### src/rtl/gsim_pkg.sv
// Shared GSIM matrix-memory types and sizes used by the fetch front-end.
package gsim_pkg;

  localparam int unsigned MAT_DATA_W      = 256;
  localparam int unsigned MAT_ADDR_W      = 10;
  localparam int unsigned ROWS_PER_MATRIX = 17;
  localparam int unsigned FETCH_DEPTH     = 4;

  typedef logic [MAT_DATA_W-1:0] mat_word_t;

  typedef enum logic [1:0] {
    IDLE  = 2'd0,
    BUSY  = 2'd1,
    DRAIN = 2'd2
  } fetch_state_t;

endpackage

### src/rtl/gsim_fetch_fifo.sv
// Circular synchronous FIFO; when empty, dout holds the last word popped.
module gsim_fetch_fifo #(
  parameter int unsigned W     = 256,
  parameter int unsigned DEPTH = 4,
  localparam int unsigned CNT_W = $clog2(DEPTH + 1),
  localparam int unsigned PTR_W = (DEPTH > 1) ? $clog2(DEPTH) : 1
) (
  input  logic             clk,
  input  logic             reset,
  input  logic             clear,
  input  logic             push,
  input  logic [W-1:0]     din,
  input  logic             pop,
  output logic [W-1:0]     dout,
  output logic [CNT_W-1:0] count,
  output logic             full,
  output logic             empty
);

  logic [W-1:0]     mem [DEPTH];
  logic [PTR_W-1:0] wr_ptr;
  logic [PTR_W-1:0] rd_ptr;
  logic [W-1:0]     last;
  logic             do_push;
  logic             do_pop;

  function automatic logic [PTR_W-1:0] ptr_inc(input logic [PTR_W-1:0] p);
    return (p == PTR_W'(DEPTH - 1)) ? '0 : p + PTR_W'(1);
  endfunction

  assign empty   = (count == '0);
  assign full    = (count == CNT_W'(DEPTH));
  assign do_pop  = pop && !empty;
  assign do_push = push && (!full || do_pop);
  assign dout    = empty ? last : mem[rd_ptr];

  always_ff @(posedge clk) begin
    if (reset) begin
      wr_ptr <= '0;
      rd_ptr <= '0;
      count  <= '0;
      last   <= '0;
    end else if (clear) begin
      wr_ptr <= '0;
      rd_ptr <= '0;
      count  <= '0;
    end else begin
      if (do_push) wr_ptr <= ptr_inc(wr_ptr);
      if (do_pop) begin
        rd_ptr <= ptr_inc(rd_ptr);
        last   <= mem[rd_ptr];
      end
      if (do_push && !do_pop)      count <= count + CNT_W'(1);
      else if (do_pop && !do_push) count <= count - CNT_W'(1);
    end
  end

  // Storage needs no reset; validity is tracked by count.
  always_ff @(posedge clk) begin
    if (do_push && !reset && !clear) mem[wr_ptr] <= din;
  end

endmodule

### src/rtl/gsim_mem_fetch.sv
// In-order credit-based row-read front-end between the GSIM core and matrix memory.
// Define GSIM_FETCH_BYPASS_EN for a 0-cycle path from memory to core when the FIFO is empty.
module gsim_mem_fetch
  import gsim_pkg::*;
#(
  parameter int unsigned DATA_W = MAT_DATA_W,
  parameter int unsigned ADDR_W = MAT_ADDR_W,
  parameter int unsigned DEPTH  = FETCH_DEPTH
) (
  input  logic              i_clk,
  input  logic              i_reset,
  input  logic              i_flush,
  input  logic              i_req,
  input  logic [ADDR_W-1:0] i_addr,
  output logic              o_req_rdy,
  output logic              o_mem_rreq,
  output logic [ADDR_W-1:0] o_mem_addr,
  input  logic              i_mem_rrdy,
  input  logic [DATA_W-1:0] i_mem_dout,
  input  logic              i_mem_dout_vld,
  output logic [DATA_W-1:0] o_data,
  output logic              o_vld,
  input  logic              i_data_rdy,
  output logic              o_err
);

  localparam int unsigned CNT_W  = $clog2(DEPTH + 1);
  localparam int unsigned USED_W = CNT_W + 1;

  fetch_state_t      state, state_n;
  logic              pending, pending_n;
  logic [ADDR_W-1:0] addr_q, addr_n;
  logic [CNT_W-1:0]  inflight, inflight_n;
  logic [CNT_W-1:0]  discard, discard_n;
  logic              err, err_n;
  logic [USED_W-1:0] fifo_cnt_n;

  logic [CNT_W-1:0]  fifo_count;
  logic [DATA_W-1:0] fifo_dout;
  logic              fifo_full;
  logic              fifo_empty;
  logic [USED_W-1:0] used;
  logic              accept, mem_accept;
  logic              rsp_drop, rsp_keep, rsp_stray;
  logic              bypass, push, pop, overflow;

  assign used = USED_W'(pending) + USED_W'(inflight) + USED_W'(fifo_count);
  assign o_req_rdy = !i_reset && !i_flush && (used < USED_W'(DEPTH)) && (!pending || i_mem_rrdy);
  assign accept     = i_req && o_req_rdy;
  assign mem_accept = pending && i_mem_rrdy;

  // DRAIN is held exactly while discard is non-zero.
  assign rsp_drop  = i_mem_dout_vld && (state == DRAIN);
  assign rsp_keep  = i_mem_dout_vld && (state != DRAIN) && (inflight != '0);
  assign rsp_stray = i_mem_dout_vld && (state != DRAIN) && (inflight == '0);

`ifdef GSIM_FETCH_BYPASS_EN
  assign bypass = rsp_keep && fifo_empty && i_data_rdy && !i_flush;
  assign o_vld  = !fifo_empty || bypass;
  assign o_data = bypass ? i_mem_dout : fifo_dout;
`else
  assign bypass = 1'b0;
  assign o_vld  = !fifo_empty;
  assign o_data = fifo_dout;
`endif

  assign push     = rsp_keep && !bypass && !i_flush;
  assign pop      = o_vld && i_data_rdy && !bypass;
  assign overflow = push && fifo_full && !pop;

  assign o_mem_rreq = pending;
  assign o_mem_addr = addr_q;
  assign o_err      = err;

  gsim_fetch_fifo #(
    .W     (DATA_W),
    .DEPTH (DEPTH)
  ) u_fifo (
    .clk   (i_clk),
    .reset (i_reset),
    .clear (i_flush),
    .push  (push),
    .din   (i_mem_dout),
    .pop   (pop),
    .dout  (fifo_dout),
    .count (fifo_count),
    .full  (fifo_full),
    .empty (fifo_empty)
  );

  always_ff @(posedge i_clk) begin
    if (i_reset) begin
      state    <= IDLE;
      pending  <= 1'b0;
      addr_q   <= '0;
      inflight <= '0;
      discard  <= '0;
      err      <= 1'b0;
    end else begin
      state    <= state_n;
      pending  <= pending_n;
      addr_q   <= addr_n;
      inflight <= inflight_n;
      discard  <= discard_n;
      err      <= err_n;
    end
  end

  always_comb begin
    state_n    = state;
    pending_n  = pending;
    addr_n     = addr_q;
    inflight_n = inflight;
    discard_n  = discard;
    err_n      = err;
    fifo_cnt_n = USED_W'(fifo_count);

    if (accept) begin
      pending_n = 1'b1;
      addr_n    = i_addr;
    end else if (mem_accept) begin
      pending_n = 1'b0;
    end

    inflight_n = inflight + CNT_W'(mem_accept) - CNT_W'(rsp_keep);
    if (rsp_drop) discard_n = discard - CNT_W'(1);

    fifo_cnt_n = USED_W'(fifo_count) + USED_W'(push && !overflow) - USED_W'(pop);

    // Everything still owed by memory, including a coincident accept, becomes discard.
    if (i_flush) begin
      pending_n  = 1'b0;
      discard_n  = discard_n + inflight_n;
      inflight_n = '0;
      fifo_cnt_n = '0;
    end

    if (rsp_stray || overflow) err_n = 1'b1;

    if (discard_n != '0)                                          state_n = DRAIN;
    else if (pending_n || (inflight_n != '0) || (fifo_cnt_n != '0)) state_n = BUSY;
    else                                                          state_n = IDLE;
  end

endmodule

### config.mk
export PLATFORM = sky130hd
export DESIGN_NAME = gsim_mem_fetch
export DESIGN_NICKNAME = d
export VERILOG_FILES = /design/src/rtl/gsim_pkg.sv /design/src/rtl/gsim_fetch_fifo.sv /design/src/rtl/gsim_mem_fetch.sv
export SDC_FILE = /design/constraint.sdc
export NUM_CORES = 1
export LEC_CHECK = 0
export BUFFER_PORTS_ARGS = -buffer_cell sky130_fd_sc_hd__buf_4
export CELL_PAD_IN_SITES_DETAIL_PLACEMENT = 1
export CELL_PAD_IN_SITES_GLOBAL_PLACEMENT = 2
export CORE_UTILIZATION = 47
export CTS_BUF_LIST = sky130_fd_sc_hd__clkbuf_8
export CTS_CLUSTER_SIZE = 30
export DETAILED_ROUTE_END_ITERATION = 10
export PLACE_DENSITY_LB_ADDON = 0.1
export SYNTH_ARGS = -nofsm -noshare
export SYNTH_HDL_FRONTEND = slang
export SYNTH_HIERARCHICAL = 1
export SYNTH_SLANG_ARGS = --single-unit
### constraint.sdc
create_clock -name i_clk -period 11.58 [get_ports i_clk]
set_input_delay 0.579 -clock i_clk [delete_from_list [all_inputs] [get_ports i_clk]]
set_output_delay 0.579 -clock i_clk [all_outputs]
set_load 0.05 [all_outputs]
# ---- After elaboration in Yosys (flattened, before gate mapping)
# Memories as Yosys holds them, arrays and structs flattened. A register that Yosys moved wholly into a read port is not among the register bits.
# Index checks and enable logic that the tools add are counted.
dict set report totals {
  wordCells 93
  output_inout_bits 270
  memories 1
  input_bits 273
  ff_bits 283
  ramBits 1024
}
dict set report classes {
  n_lt_le_gt_ge 1
  reduce_logical 44
  add_sub_neg 12
  eq_ne 5
  bitwise_logic 1
  muxes 18
}
# memory depth word_bits read_ports rd_ports_with_merged_regs write_ports line
set memory_table {}
lappend memory_table {u_fifo.mem 4 256 1 1 1 gsim_fetch_fifo.sv:20} ;# logic [W-1:0] mem [DEPTH];
# op n
set op_table {}
lappend op_table {{256-bit two-way mux} 1}
lappend op_table {{1-bit logical AND} 20}
lappend op_table {{3-bit two-way mux} 5}
lappend op_table {{2-bit two-way mux} 5}
lappend op_table {{1-bit logical NOT} 9}
lappend op_table {{3-bit nonzero test} 3}
lappend op_table {{2-bit == test (second input constant)} 3}
lappend op_table {{3-bit logical NOT} 2}
lappend op_table {{1-bit two-way mux} 6}
lappend op_table {{3-bit by 1-bit subtractor with 3-bit output (second input constant)} 2}
lappend op_table {{1-bit logical OR} 5}
lappend op_table {{1-bit by 3-bit adder with 4-bit output} 1}
lappend op_table {{2-bit by 1-bit adder with 2-bit output (second input constant)} 2}
lappend op_table {{3-bit by 1-bit adder with 4-bit output} 1}
lappend op_table {{4-bit by 3-bit adder with 4-bit output} 1}
lappend op_table {{4-bit by 3-bit less-than comparator with 1-bit output (second input constant)} 1}
lappend op_table {{4-bit two-way mux} 1}
lappend op_table {{4-bit nonzero test} 1}
lappend op_table {{2-bit OR reduction} 2}
lappend op_table {{4-bit by 1-bit subtractor with 4-bit output} 1}
lappend op_table {{3-bit by 1-bit adder with 3-bit output} 1}
lappend op_table {{3-bit by 1-bit adder with 3-bit output (second input constant)} 1}
lappend op_table {{3-bit adder} 1}
lappend op_table {{3-bit == test (second input constant)} 1}
lappend op_table {{other kinds (5)} 5}

# ---- Longest topological paths before layout
dict set report logic_depth {
  ltp_word 15
  depth_mapped 13
}

# ---- Hierarchy
# The synthesis kept the hierarchy.
# mod area_per_inst_um2 n_inst cells_per_inst seq_area_each_um2
set by_module_without_submodules {}
lappend by_module_without_submodules {gsim_fetch_fifo 48106.1 1 2242 36054.6}
lappend by_module_without_submodules {gsim_mem_fetch 1126.1 1 125 400.4}

# ---- Least setup slack after synthesis
# No wires, ideal clock.
dict set report synth_timing {
  path_kind {register -> register}
  startpoint {reg u_fifo.count[0]}
  endpoint {mem u_fifo.mem[3][0], enable pin}
  path_stages_with_launch 8
  setup_ps 650
  n_path_buf 2
  setup_slack_ps 3370
  arrival_ps 7559
  synth_period_minus_slack_ps 8210
  cell_sequence {dfxtp_1 nor3_2 buf_2 buf_2 nor2b_1 nor4b_1 nor2_1 and3_1}
}
dict set report synth_between {
  elab_chain_cells 10
}
# item line
set synth_lines {}
lappend synth_lines {{start: declaration} gsim_fetch_fifo.sv:15} ;# output logic [CNT_W-1:0] count,
lappend synth_lines {{start signal: assignment} gsim_fetch_fifo.sv:53} ;# if (do_push && !do_pop) count <= count + CNT_W'(1);
lappend synth_lines {{start signal: assignment} gsim_fetch_fifo.sv:54} ;# else if (do_pop && !do_push) count <= count - CNT_W'(1);
lappend synth_lines {{3-bit logical NOT} gsim_fetch_fifo.sv:31} ;# assign empty = (count == '0);
lappend synth_lines {{net fifo_empty} gsim_mem_fetch.sv:41} ;# logic fifo_empty;
lappend synth_lines {{1-bit logical NOT} gsim_mem_fetch.sv:63} ;# assign o_vld = !fifo_empty;
lappend synth_lines {{1-bit logical AND} gsim_mem_fetch.sv:68} ;# assign pop = o_vld && i_data_rdy && !bypass;
lappend synth_lines {{net pop} gsim_mem_fetch.sv:45} ;# logic bypass, push, pop, overflow;
lappend synth_lines {{1-bit logical AND} gsim_fetch_fifo.sv:33} ;# assign do_pop = pop && !empty;
lappend synth_lines {{1-bit logical OR} gsim_fetch_fifo.sv:34} ;# assign do_push = push && (!full || do_pop);
lappend synth_lines {{1-bit logical AND} gsim_fetch_fifo.sv:34}
lappend synth_lines {{1-bit logical AND (2 in a row)} gsim_fetch_fifo.sv:60} ;# if (do_push && !reset && !clear) mem[wr_ptr] <= din;
lappend synth_lines {{1-bit two-way mux} gsim_fetch_fifo.sv:60}
lappend synth_lines {{1-bit two-way mux (not written as such)} gsim_fetch_fifo.sv:60}
lappend synth_lines {{end: declaration} gsim_fetch_fifo.sv:20}
# The timed path passes the listed nets, and every way through them passes these cells.

==> metrics.csv <==
metric,value,unit
Ports,543,
Num CTS Buffers,213,
Initial Utilization,47.5,%
root buf cell,clkbuf_8,
clk sinks,1309,
initial antenna violation count,21,
Worst-Skew Late Latency,860,ps
CP max FO,49,
post-layout util,59.1,%
top post-synthesis cells by area,"edfxtp_1 (62%), mux4_2 (12%), dfxtp_1 (12%), mux2_2 (5.9%), a22o_1 (4.6%)",
wire length on met3,7090,um
Crit path top cell by count,buf_4,
critical path arrival,4810,ps
drt wl/cell,25.0,um
DP HPWL,69000,um
ys flop type,edfxtp_1,
pin slew with the least headroom to its limit,1380,ps
Via Count,26400,
final worst slack,6190,ps
Min-Delay Path Class,in2reg,
average cell area after synthesis,20.8,sq um
skew final,27.5,ps
die area,0.106,sq mm
synthesized cell area,0.0492,sq mm
drt pass-1 iters,5,
Crit. End Element,output port,
CTS Buffer Depth,3,
vias in the first global route,29500,
Setup-failing EPs final,0,
gr usage total,22.9,%
most common cell in the synthesized netlist,edfxtp_1,
CP Cell Sequence,"buf_4, buf_4, mux4_2, mux2_2, buf_4",
maxcap violations,0,
Post-synth ARST share,0,%
CP peak stage delay,970,ps
CTS tree,yes,
Tcrit/Tclk final,46.5,%
pin count of the biggest net entering global routing,145,
Synth cell types,48,
status,finished clean,
fin area,0.0613,sq mm
cell leakage power,22.1,nW
Die Y-Extent,326,um
Placer Congestion,0.741,
top cell type's share of synthesized area,62.5,%
VDD IR max,0.110,mV
htree depth,4,
final net count,3567,
wire length on met2,61000,um
cell count after synthesis,2367,
layout cells sized above 1,39.8,%
Met1 Wirelength,49500,um
Final TNS setup,0,ps
row cnt,118,
IO buf count,542,
Post-synth top cells,"edfxtp_1 (1024), dfxtp_1 (285), a22o_1 (256), mux2_2 (256), mux4_2 (256)",
crit-path leading delay family,buffers and inverters,
"Reg clk slew, reported paths",60,ps
drc violations,0,
syn_nets,2660,
Routed Antenna Nets,0,
dpl ws,6800,ps
critical path class,reg2out,
unrepaired setup endpoints after global routing,no,
Layout area overhead,24.5,%
post-CTS sizing,0,
Critical path buffers and inverters,3,
critical path required time,11000,ps
Placed Area,0.0545,sq mm
crit path launch type,flip-flop,
Die X,326,um
Final Hold Viols,0,
Slew Limit Fails,0,
"Seq/Total Area, Yosys",74.0,%
Period minus WS final,5390,ps
Via density,5.45,
CP max stage cell,dfxtp_4,
total core area,0.104,sq mm
max_slew headroom,7.80,%
Synth warnings,6,
gr ovfl total,0,
final hold slack,94.2,ps
Total Wirelength,121000,um
Post-synth EDFFs,1024,
Pwr Density,149,mW/mm^2
Yosys top cell by area,edfxtp_1,
top sig layer,met5,
Iter 0 DRT Violations,1441,
maximum clock rate,0.186,GHz
#FFs+latches synth,1309,
global-route wire length before repair,183000,um
==> where the power goes <==
group	switching (W)	total [W]	internal (W)
clock	0.00177	0.00377	0.00199
combinational	0.000137	0.000279	0.000142
sequential	0.00000399	0.00507	0.00506
total	0.00192	0.00912	0.00720
==> routing by layer <==
| metal | vias to the layer above | global-route usage (%) |
|---|---|---|
| li1 | 11700 | - |
| met1 | 13900 | 28.5 |
| met2 | 684 | 38.8 |
| met3 | 221 | 5.91 |
| met4 | 20 | 7.82 |
| met5 | - | 0 |
==> area by class of cell <==
type                    count  area (sq um)
clock buffers             250          3440
inverters                  14          52.6
flip-flops and latches   1309         36500
repair buffers            838          7020
well taps                1380          1730
multi-input cells         898         11900
fillers                  9127         42400
clock inverters           142           627
diodes                     16          40.0
==> flip-flops by register name, indices dropped and copies added (netlist names), 2 cells and up, named ones only <==
name / cells
u_fifo/count: 3
u_fifo/rd_ptr: 2
o_mem_addr: 10
u_fifo/wr_ptr: 2
state: 2
u_fifo/mem: 1024
u_fifo/last: 256
inflight: 3
discard: 3
==> logic make-up after synthesis <==
kind of cell             Yosys count  synth area share (%)
adder cells (fa/ha/maj)           20                 0.569
AND/OR/NAND/NOR                   68                 0.712
AO/OA/AOI/OAI                    285                  4.98
flip-flops                      1309                  74.0
XOR/XNOR                           9                 0.188
buffers and inverters            160                  1.86
multiplexers                     516                  17.6
==> worst paths after layout <==
check	endpoint	depth (start not counted)	slack (ps)	start
setup / recovery	o_data[162]	5	6190	flip-flop
hold / removal	discard[2]	2	90	i_reset
setup reg to reg	u_fifo/mem[1][81]	7	6860	u_fifo/count[0]
hold reg to reg	o_mem_addr[5]	2	470	o_mem_addr[5]
==> what timing repair did <==
| action | CTS | global route |
|---|---|---|
| setup buffers | 0 | 0 |
| hold buffers | 268 | 0 |
| hold endpoints to repair | 1037 | 0 |
==> through the flow <==
stage	total power, W	std cells
6_report	0.00912	4847
5_1_grt	0.00943	4844
4_1_cts	0.00923	4831
3_5_place_dp	0.00536	4171
3_3_place_gp	0.00535	4171
2_1_floorplan	0.00523	2367
==> worst register-to-register path, stage by stage, from the launching register on <==
cell	delay [ps]
dfxtp_1	610
nor3_4	80
nor2b_1	370
nor4b_1	180
nor2_1	300
and3_4	830
buf_4	980
buf_4	960
==> placed cells by master (no fill, tap or decap), drive strengths merged, types with 16 or more instances in the layout <==
master and instances:
a22o 256, buf 570, clkbuf 250, clkinv 45, dfxtp 285, diode 16, dlygate4sd3 268, edfxtp 1024
ha 16, inv 108, mux2 256, mux4 256, nand2 28
No activity file was read; power rests on OpenSTA's default activity.
